**config.mk**
```make
export PLATFORM = sky130hd
export DESIGN_NAME = count_step_monitor
export DESIGN_NICKNAME = d
export VERILOG_FILES = /design/src/rtl/count_step_monitor.sv
export SDC_FILE = /design/constraint.sdc
export NUM_CORES = 1
export LEC_CHECK = 0
export ABC_AREA = 1
export CAP_MARGIN = 40
export CELL_PAD_IN_SITES_DETAIL_PLACEMENT = 0
export CELL_PAD_IN_SITES_GLOBAL_PLACEMENT = 2
export CORE_AREA = 3 3 73 75
export CTS_BUF_LIST = sky130_fd_sc_hd__clkbuf_4 sky130_fd_sc_hd__clkbuf_8 sky130_fd_sc_hd__clkbuf_16
export DETAILED_ROUTE_END_ITERATION = 6
export DIE_AREA = 0 0 76 78
export PLACE_DENSITY = 0.8
export SETUP_SLACK_MARGIN = 0.2
export SLEW_MARGIN = 20
export SYNTH_ARGS = -nofsm -noshare
export SYNTH_HDL_FRONTEND = slang
export SYNTH_SLANG_ARGS = --single-unit
```
**constraint.sdc**
```tcl
create_clock -name clk -period 2.85 [get_ports clk]
set_clock_uncertainty 0.2 [all_clocks]
set_input_delay 0.57 -clock clk [delete_from_list [all_inputs] [get_ports clk]]
set_output_delay 0.57 -clock clk [all_outputs]
set_load 0.01 [all_outputs]
```
**src/rtl/count_step_monitor.sv**
```systemverilog
// Observer for an up/down counter. It infers the step direction from successive samples,
// flags wraps and reversals, keeps a saturating wrap tally and latches a sticky fault on illegal jumps.
module count_step_monitor #(
    parameter int WIDTH  = 3,
    parameter int WRAP_W = 8
) (
    input  logic              clk,
    input  logic              reset,
    input  logic [WIDTH-1:0]  counter_in,
    output logic [1:0]        dir,
    output logic              wrap_up,
    output logic              wrap_down,
    output logic              dir_change,
    output logic [WRAP_W-1:0] wrap_cnt,
    output logic              fault,
    output logic [WIDTH-1:0]  fault_val,
    output logic [2:0]        dbg_state
);

    typedef enum logic [2:0] {
        S_IDLE  = 3'd0,
        S_UP    = 3'd1,
        S_DOWN  = 3'd2,
        S_STILL = 3'd3,
        S_FAULT = 3'd4
    } state_t;

    localparam logic [1:0] DIR_IDLE  = 2'b00;
    localparam logic [1:0] DIR_UP    = 2'b01;
    localparam logic [1:0] DIR_DOWN  = 2'b10;
    localparam logic [1:0] DIR_STILL = 2'b11;

    state_t              state_q;
    logic [WIDTH-1:0]    prev_q;
    logic [1:0]          last_dir_q;  // DIR_IDLE here means no non-zero step seen yet
    logic [1:0]          dir_q;
    logic                wrap_up_q;
    logic                wrap_down_q;
    logic                dir_change_q;
    logic [WRAP_W-1:0]   wrap_cnt_q;
    logic                fault_q;
    logic [WIDTH-1:0]    fault_val_q;

    logic [WIDTH-1:0]    delta;
    logic                step_zero;
    logic                step_up;
    logic                step_dn;
    logic                at_zero;
    logic                at_max;
    logic [WRAP_W-1:0]   wrap_cnt_sat;

    // Modular difference makes max->0 a +1 step and 0->max a -1 step.
    assign delta        = counter_in - prev_q;
    assign step_zero    = (delta == '0);
    assign step_up      = (delta == WIDTH'(1));
    assign step_dn      = (delta == '1);
    assign at_zero      = (counter_in == '0);
    assign at_max       = (counter_in == '1);
    assign wrap_cnt_sat = (wrap_cnt_q == '1) ? wrap_cnt_q : wrap_cnt_q + WRAP_W'(1);

    always_ff @(posedge clk) begin
        if (reset) begin
            state_q      <= S_IDLE;
            prev_q       <= '0;
            last_dir_q   <= DIR_IDLE;
            dir_q        <= DIR_IDLE;
            wrap_up_q    <= 1'b0;
            wrap_down_q  <= 1'b0;
            dir_change_q <= 1'b0;
            wrap_cnt_q   <= '0;
            fault_q      <= 1'b0;
            fault_val_q  <= '0;
        end else begin
            wrap_up_q    <= 1'b0;
            wrap_down_q  <= 1'b0;
            dir_change_q <= 1'b0;
            case (state_q)
                S_IDLE: begin
                    prev_q  <= counter_in;
                    state_q <= S_STILL;
                    dir_q   <= DIR_STILL;
                end
                S_UP, S_DOWN, S_STILL: begin
                    if (step_zero) begin
                        state_q <= S_STILL;
                        dir_q   <= DIR_STILL;
                    end else if (step_up) begin
                        state_q      <= S_UP;
                        dir_q        <= DIR_UP;
                        prev_q       <= counter_in;
                        wrap_up_q    <= at_zero;
                        dir_change_q <= (last_dir_q == DIR_DOWN);
                        last_dir_q   <= DIR_UP;
                        if (at_zero) wrap_cnt_q <= wrap_cnt_sat;
                    end else if (step_dn) begin
                        state_q      <= S_DOWN;
                        dir_q        <= DIR_DOWN;
                        prev_q       <= counter_in;
                        wrap_down_q  <= at_max;
                        dir_change_q <= (last_dir_q == DIR_UP);
                        last_dir_q   <= DIR_DOWN;
                        if (at_max) wrap_cnt_q <= wrap_cnt_sat;
                    end else begin
                        // Illegal jump: dir keeps its last value, everything freezes until reset.
                        state_q     <= S_FAULT;
                        fault_q     <= 1'b1;
                        fault_val_q <= counter_in;
                    end
                end
                S_FAULT: begin
                    state_q <= S_FAULT;
                end
                default: begin
                    state_q <= S_IDLE;
                end
            endcase
        end
    end

    assign dir        = dir_q;
    assign wrap_up    = wrap_up_q;
    assign wrap_down  = wrap_down_q;
    assign dir_change = dir_change_q;
    assign wrap_cnt   = wrap_cnt_q;
    assign fault      = fault_q;
    assign fault_val  = fault_val_q;
    assign dbg_state  = state_q;

endmodule

```
# --- Word-level counts from Yosys, hierarchy flattened ---
# Index checks and enable logic that the tools add are counted.
totals:
  reg_bits: 25
  latch_bits: 0
  ram_bits: 0
  romBits: 0
  inputBits: 5
  output_inout_bits: 20
  word_cells: 64
  n_memories: 0
op_classes:
  n_addsub: 2
  mul: 0
  n_div: 0
  order_cmp: 0
  n_eq_ne: 14
  n_shift: 0
  n_mux: 19
  bitwise: 4
  reduce_logical: 15
op_table:
  columns: ["operator", "n"]
  rows:
  - ["$mux 8", 5]
  - ["$mux 3", 6]
  - ["$eq 3x3->1 const B", 3]
  - ["$logic_not 3->1", 3]
  - ["$pmux 3 s3", 1]
  - ["$add 8x1->8 const B", 1]
  - ["$eq 8x8->1 const B", 1]
  - ["$eq 3x1->1 const B", 2]
  - ["$eq 3x2->1 const B", 2]
  - ["$mux 2", 3]
  - ["$pmux 3 s2", 1]
  - ["$reduce_and 3->1", 2]
  - ["$reduce_bool 2->1", 3]
  - ["$reduce_or 3->1", 2]
  - ["$reduce_and 5->1", 1]
  - ["$reduce_or 5->1", 1]
  - ["$ne 4x4->1 const B", 1]
  - ["$not 1->1", 4]
  - ["$pmux 2 s2", 1]
  - ["$reduce_and 4->1", 1]
  - ["$reduce_or 4->1", 1]
  - ["$ne 3x3->1 const B", 1]
  - ["$sub 3x3->3", 1]
  - ["$eq 2x1->1 const B", 1]
  - ["5 further kinds", 6]

# --- Depth between registers and ports, before layout ---
# Gate-level depths: netlist (run 1).
logic_depth:
  depth_word: 6
  mapped_depth: 16
  depth_no_buf: 15

# --- Least setup slack after synthesis (run 1) ---
# No wires, ideal clock.
synth_timing:
  path_type: "input to register"
  start: "in counter_in[0]"
  end: "reg wrap_cnt_q[6] (netlist: wrap_cnt[6])"
  setup_ns: 0.115
  arrival_time_ns: 2.204
  required_time_ns: 2.535
  path_slack_ns: 0.331
  stages: 13
  path_buffers: 1
  cell_sequence: "inv_1 ha_1 inv_1 fa_1 nor2_1 nand3_2 nand2_2 nand2_4 nor2_4 buf_8 nand3_1 nand2_1 nor2_1"
synth_via:
  elab_chain_cells: 4
  word_cells_on_any_way: 12
  classes_between: "1 x add/sub; 4 x eq/ne; 1 x mux; 1 x bitwise; 5 x reduce/logical"
synth_rtl:
  columns: ["item", "line_no", "text"]
  rows:
  - ["from (decl)", "9", "input logic [WIDTH-1:0] counter_in,"]
  - ["$sub 3x3->3", "53", "assign delta = counter_in - prev_q;"]
  - ["$eq 3x1->1 (tied with other cells)", "55", "assign step_up = (delta == WIDTH'(1));"]
  - ["$ne 2x1->1 (no line) (tied with other cells)", null, null]
  - ["$reduce_and 5->1 (no line)", null, null]
  - ["to (signal assigned)", "94", "if (at_zero) wrap_cnt_q <= wrap_cnt_sat;"]
  - ["to (signal assigned)", "102", "if (at_max) wrap_cnt_q <= wrap_cnt_sat;"]
  - ["to (decl)", "40", "logic [WRAP_W-1:0] wrap_cnt_q;"]
# Several ways; a longest one is shown, not always the timed one.
# A chain may end at the register's enable or synchronous reset.

# --- Worst setup path after layout (run 1) ---
layout_timing:
  start: "in counter_in[1]"
  end: "reg prev_q[0]"
layout_via:
  elab_chain_cells: 5
  word_cells_on_any_way: 10
  classes_between: "1 x add/sub; 4 x eq/ne; 3 x mux; 2 x reduce/logical"
layout_rtl:
  columns: ["item", "line_no", "text"]
  rows:
  - ["$sub 3x3->3 (*)", "53", null]
  - ["$eq 3x1->1", "55", null]
  - ["$mux 3", "87", "end else if (step_up) begin"]
  - ["$mux 3", "84", "if (step_zero) begin"]
  - ["$pmux 3 s2", "77", "case (state_q)"]
  - ["to (signal assigned)", "79", "prev_q <= counter_in;"]
  - ["to (signal assigned)", "90", "prev_q <= counter_in;"]
  - ["to (signal assigned)", "98", "prev_q <= counter_in;"]
  - ["to (decl)", "34", "logic [WIDTH-1:0] prev_q;"]
# Every way passes the cells marked *; elsewhere a longest branch is shown, timed or not. The select of a mux whose other input is x is not followed.

==> results.sh, run 1 <==
export IMPL_fin_crit_sh_pct=88.1
export IMPL_endpoint_kind="register"
export IMPL_status="completed"
export IMPL_syn_avg_cell_area_um2=7.07
export IMPL_postCtsHoldBufs=0
export IMPL_place_gp_congestion=0.721
export IMPL_leakage_nw=0.800
export IMPL_grt_util_met2_pct=18.4
export IMPL_ys_seq_elements=25
export IMPL_crit_path_start_kind="primary input"
export IMPL_htree_levels=1
export IMPL_vias_per_cell=4.26
export IMPL_timing_slew_headroom_pct=68.8
export IMPL_slowest_stage="fa_2"
export IMPL_synthesis_area_um2=1310
export IMPL_areaGrowthSynthToFinish_pct=46.2
export IMPL_die_area_um2=5930
export IMPL_synth_common_cells="nor2_1 (40), dfxtp_1 (25), inv_1 (25), nand2_1 (22), nand3_1 (21)"
export IMPL_clk_latency_ns=0.27
export IMPL_busiest_layer="met2"
export IMPL_crit_family="buffers and inverters"
export IMPL_yosysWarnings=0
export IMPL_worstHoldStart="dir[0]"
export IMPL_antenna_found_initial=0
export IMPL_wl_per_cell_um=10.0
export IMPL_grt_max_degree=16
export IMPL_drive_gt1_share_pct=25.4
export IMPL_path_buf_inv=3
export IMPL_cp_required_ns=2.82
export IMPL_fin_util_pct=40.5
export IMPL_initial_utilization_pct=27.7
export IMPL_rows=25
export IMPL_syn_inst=185
export IMPL_route_vias_total=1273
export IMPL_synthMostInstantiatedCell="nor2_1"
export IMPL_synthArstFlopShare_pct=0
export IMPL_ys_types=23
export IMPL_r2r_start="prev_q[0]"
export IMPL_seq_area_frac_synth_pct=38.2
export IMPL_grt_pass1_wl_mm=5.28
export IMPL_grtUsageTotal_pct=10.8
export IMPL_finalSetupTns_ns=0
export IMPL_criticalPathCategory="in2reg"
export IMPL_dp_slack_ns=-0.235
export IMPL_drt_iter0_markers=30
export IMPL_cp_max_fo=4
export IMPL_worst_ir_drop_vdd_uv=520
export IMPL_rrSetupSlack_ns=0.61
export IMPL_drc=0
export IMPL_finalSetupViolCount=0
export IMPL_hold_path_class="reg2reg"
export IMPL_clk_pin_slew_ns=0.09
export IMPL_wl_mm=3.00
export IMPL_route_antenna_remaining_nets=0
export IMPL_rsz0062_at_grt="false"
export IMPL_cap_violations=0
export IMPL_cp_slowest_stage_delay_ns=0.63
export IMPL_whs_ns=0.278
export IMPL_portBuffers=24
export IMPL_diodes=0
export IMPL_slew_violations=0
export IMPL_path_cells="clkdlybuf4s50_1 -> fa_2 -> buf_6 -> nand2_1 -> inv_1 -> nand3_2 -> nand2_4 -> o21ai_4 -> o21ai_0 -> nor2_1"
export IMPL_core_um2=4720
export IMPL_post_synth_top_area_cell="dfxtp_1"
export IMPL_setup_slack_ns=0.338
export IMPL_critical_path_arrival_ns=2.48
export IMPL_synth_area_leaders="dfxtp_1 (38%), nor2_1 (11%), nand3_1 (8.0%)"
export IMPL_gr_usage_met3_pct=3.02
export IMPL_dr_pass1_iters=4
export IMPL_grt_overflow=0
export IMPL_critical_path_startpoint="counter_in[1]"
export IMPL_clock_sinks=25
export IMPL_pwr_density_cell_nw_per_um2=892
export IMPL_ys_flop_type="dfxtp_1"
export IMPL_die_h_um=78
export IMPL_fmax_mhz=398
export IMPL_die_w_um=76
export IMPL_ios=25
export IMPL_hold_violations=0
export IMPL_cts_tree="built"
export IMPL_cts_buffer_depth=2
export IMPL_dpl_hpwl_mm=2.40
export IMPL_cts_buffers=3
export IMPL_synth_top_area_share_pct=38.2
export IMPL_synth_edff_count=0
export IMPL_grt_pass1_vias=1193
export IMPL_worst_pin_slew_ns=0.466
export IMPL_power_mw=1.71
export IMPL_min_period_ns=2.51
export IMPL_nets=241
export IMPL_grtUsageMet1_pct=13.4
export IMPL_root_buffer="clkbuf_8"
export IMPL_synthesis_nets=193
[path summary, 6_finish.rpt]
check / to / cells past startpoint
setup / recovery: prev_q[0] / 10
hold / removal: dir[0] / 2
setup reg to reg: prev_q[0] / 11
hold reg to reg: dir[0] / 2
[repair_timing]
| item | 4_1_cts | 5_1_grt |
|---|---|---|
| endpoints found under the setup margin | 19 | 2 |
| pin swaps | 5 | 0 |
| setup buffers | 3 | 0 |
| gates resized for setup | 20 | 2 |
| gates cloned | 0 | 0 |
[stage by stage]
| step | std cells | instance area [µm²] |
|---|---|---|
| floorplan | 185 | 1310 |
| global placement | 292 | 1760 |
| detailed placement | 292 | 1760 |
| CTS | 299 | 1900 |
| global route | 299 | 1910 |
| finish | 299 | 1910 |
[layout by cell type (no fill, tap or decap)]
master / instances
nor2_1: 34
dfxtp_1: 25
inv_1: 23
clkdlybuf4s50_1: 23
nand2_1: 22
nand3_1: 19
buf_4: 17
nand2_2: 7
a21oi_1: 7
o21ai_0: 7
nand3_2: 4
nor2_4: 4
nand2_4: 4
nor2_2: 4
nor3_1: 4
inv_2: 3
a21oi_2: 3
o21ai_1: 3
clkbuf_8: 3
buf_6: 3
nand3_4: 2
ha_1: 2
clkinv_1: 1
nand4_1: 1
o21ai_4: 1
a211oi_1: 1
nor3_2: 1
fa_2: 1
clkinvlp_4: 1
dlygate4sd2_1: 1
buf_12: 1
[registers in the layout (all words and copies together) (netlist names)]
signal	count
wrap_cnt	8
dbg_state	3
fault_val	3
prev_q	3
dir	2
last_dir_q	2
dir_change	1
fault	1
wrap_down	1
wrap_up	1
[kinds of logic (layout without fill, tap and decap cells)]
group                      Yosys count  in the layout  synth area share [%]
adders and majority gates            3              3                  3.44
buffers and inverters               29             76                  9.18
and+or+nand+nor                    106            106                  39.4
DFF                                 25             25                  38.2
AOI/OAI and AO/OA                   22             22                  9.75
[power breakdown]
part           leakage (nW)  total, mW  switching, mW  internal, mW
sequential            0.205      0.481         0.0491         0.432
combinational         0.573       1.01          0.538         0.472
clock                0.0217      0.214          0.115        0.0990
total                 0.800       1.71          0.702          1.00
[area by class of cell]
type	count	area, µm²
Fill cell	509	2810
Multi-Input combinational cell	131	758
Sequential cell	25	500
Timing Repair Buffer	45	420
Inverter	27	101
Tap cell	67	83.8
Clock buffer	3	41.3
Clock inverter	1	7.51
[routing by layer]
layer	part of all wire, %	wire length (µm)
met1	48	1450
met4	0.80	24
met5	0	0
met2	48	1440
met3	3.1	94
[tightest hold or removal path, stage by stage (launching register included)]
cell and delay, ns:
dfxtp_1 0.32, o21ai_0 0.07, o21ai_1 0.06
No activity file was read; power rests on OpenSTA's default activity.
==> run 2, diff against run 1 <==
Settings changed: HOLD_SLACK_MARGIN set to 0.03.
Clock period 2.85 ns to 2.73 ns, I/O delays scaled along.
==> results.sh, run 2 (synthesized netlist as in run 1, its figures left out) <==
export IMPL_route_antenna_remaining_nets=0
export IMPL_wl_per_cell_um=10.4
export IMPL_cts_tree="built"
export IMPL_dr_pass1_iters=4
export IMPL_postCtsHoldBufs=0
export IMPL_critical_path_arrival_ns=2.41
export IMPL_rsz0062_at_grt="true"
export IMPL_leakage_nw=0.801
export IMPL_cts_buffer_depth=2
export IMPL_hold_violations=0
export IMPL_grt_overflow=0
export IMPL_cts_buffers=3
export IMPL_nets=239
export IMPL_ios=25
export IMPL_grt_pass1_vias=1226
export IMPL_rows=25
export IMPL_diodes=0
export IMPL_status="completed"
export IMPL_fin_cells=297
export IMPL_hold_path_class="reg2reg"
export IMPL_largest_register_ffs=8
export IMPL_die_w_um=76
export IMPL_drive_gt1_share_pct=29.6
export IMPL_timing_slew_headroom_pct=58.9
export IMPL_post_cts_setup_buffers=0
export IMPL_place_inst=292
export IMPL_grt_pass1_wl_mm=5.56
export IMPL_final_cell_mix="nor2_1 (31), dfxtp_1 (25), clkdlybuf4s50_1 (22)"
export IMPL_pwr_density_cell_nw_per_um2=928
export IMPL_die_h_um=78
export IMPL_rrSetupSlack_ns=0.50
export IMPL_slew_violations=0
export IMPL_fmax_mhz=412
export IMPL_fin_crit_sh_pct=89.0
export IMPL_dpl_cell_area_um2=1760
export IMPL_root_buffer="clkbuf_8"
export IMPL_initial_utilization_pct=27.7
export IMPL_clk_latency_ns=0.27
export IMPL_clk_pin_slew_ns=0.09
export IMPL_worst_pin_slew_ns=0.614
export IMPL_wl_mm=3.10
export IMPL_drc=0
export IMPL_grt_max_degree=15
export IMPL_die_area_um2=5930
export IMPL_worst_ir_drop_vdd_uv=595
export IMPL_vias_per_cell=4.25
export IMPL_criticalPathCategory="in2reg"
export IMPL_place_gp_congestion=0.721
export IMPL_grtUsageTotal_pct=11.7
export IMPL_power_mw=1.79
export IMPL_cap_violations=0
export IMPL_cp_required_ns=2.71
export IMPL_final_common_cell="nor2_1"
export IMPL_cp_max_fo=8
export IMPL_drt_iter0_markers=30
export IMPL_r2r_start="prev_q[0]"
export IMPL_dpl_hpwl_mm=2.33
export IMPL_route_vias_total=1262
export IMPL_portBuffers=24
export IMPL_worstHoldStart="fault"
export IMPL_areaGrowthSynthToFinish_pct=47.1
export IMPL_clock_sinks=25
export IMPL_antenna_found_initial=0
export IMPL_htree_levels=1
export IMPL_crit_path_start_kind="primary input"
export IMPL_endpoint_kind="register"
export IMPL_min_period_ns=2.43
export IMPL_design_area_um2=1930
export IMPL_critical_path_startpoint="counter_in[0]"
export IMPL_finalSetupViolCount=0
export IMPL_core_um2=4720
run 2: repair_timing:
| action | in CTS | in global routing |
|---|---|---|
| pin swaps | 7 | 4 |
| gates cloned | 1 | 0 |
| resized for setup | 29 | 9 |
| endpoints found under the setup margin | 21 | 18 |
run 2: path summary, 6_finish.rpt:
path,endpoint,cells after the start
max,dir[1],14
min,fault,2
max reg2reg,dir[1],12
min reg2reg,fault,2
run 2: report_power, final:
| group | total (mW) | internal (mW) | switching, mW | leakage [nW] |
|---|---|---|---|---|
| Combinational | 1.06 | 0.466 | 0.592 | 0.571 |
| Sequential | 0.505 | 0.451 | 0.0541 | 0.205 |
| Clock | 0.224 | 0.102 | 0.122 | 0.0255 |
run 2: layout make-up:
type	instances	area, µm²
Inverter	27	101
Clock inverter	1	5.00
Sequential cell	25	500
Multi-Input combinational cell	132	801
Fill cell	503	2800
Timing Repair Buffer	42	393
Clock buffer	3	41.3
Tap cell	67	83.8
run 2: stage by stage:
stage	worst slack (ns)	util (%)	hold slack, ns	setup TNS [ns]
finish	0.300	40.8	0.281	0
CTS	0.274	40.3	0.284	0
floorplan	0.235	-	0.255	0
detailed placement	-0.319	37.3	0.262	-5.34
global placement	-0.287	37.3	0.261	-4.93
global route	0.180	40.8	0.316	0
run 2: critical path, stage by stage:
cell and delay, ns:
dlygate4sd2_1 0.25, inv_2 0.06, ha_2 0.16, inv_2 0.04, fa_2 0.39, buf_4 0.15, nand2_2 0.13, nand2_4 0.08
nand2_4 0.10, nand2_2 0.09, nor2_4 0.24, nor2_4 0.06, nor2_1 0.09, nor2_1 0.04
run 2: routing by layer:
layer,vias up,GRT usage (%),share of wire [%]
met2,19,19.5,47
met5,-,0,0
met4,0,3.80,0.94
met3,2,3.02,3.2
li1,683,-,-
met1,558,14.7,49
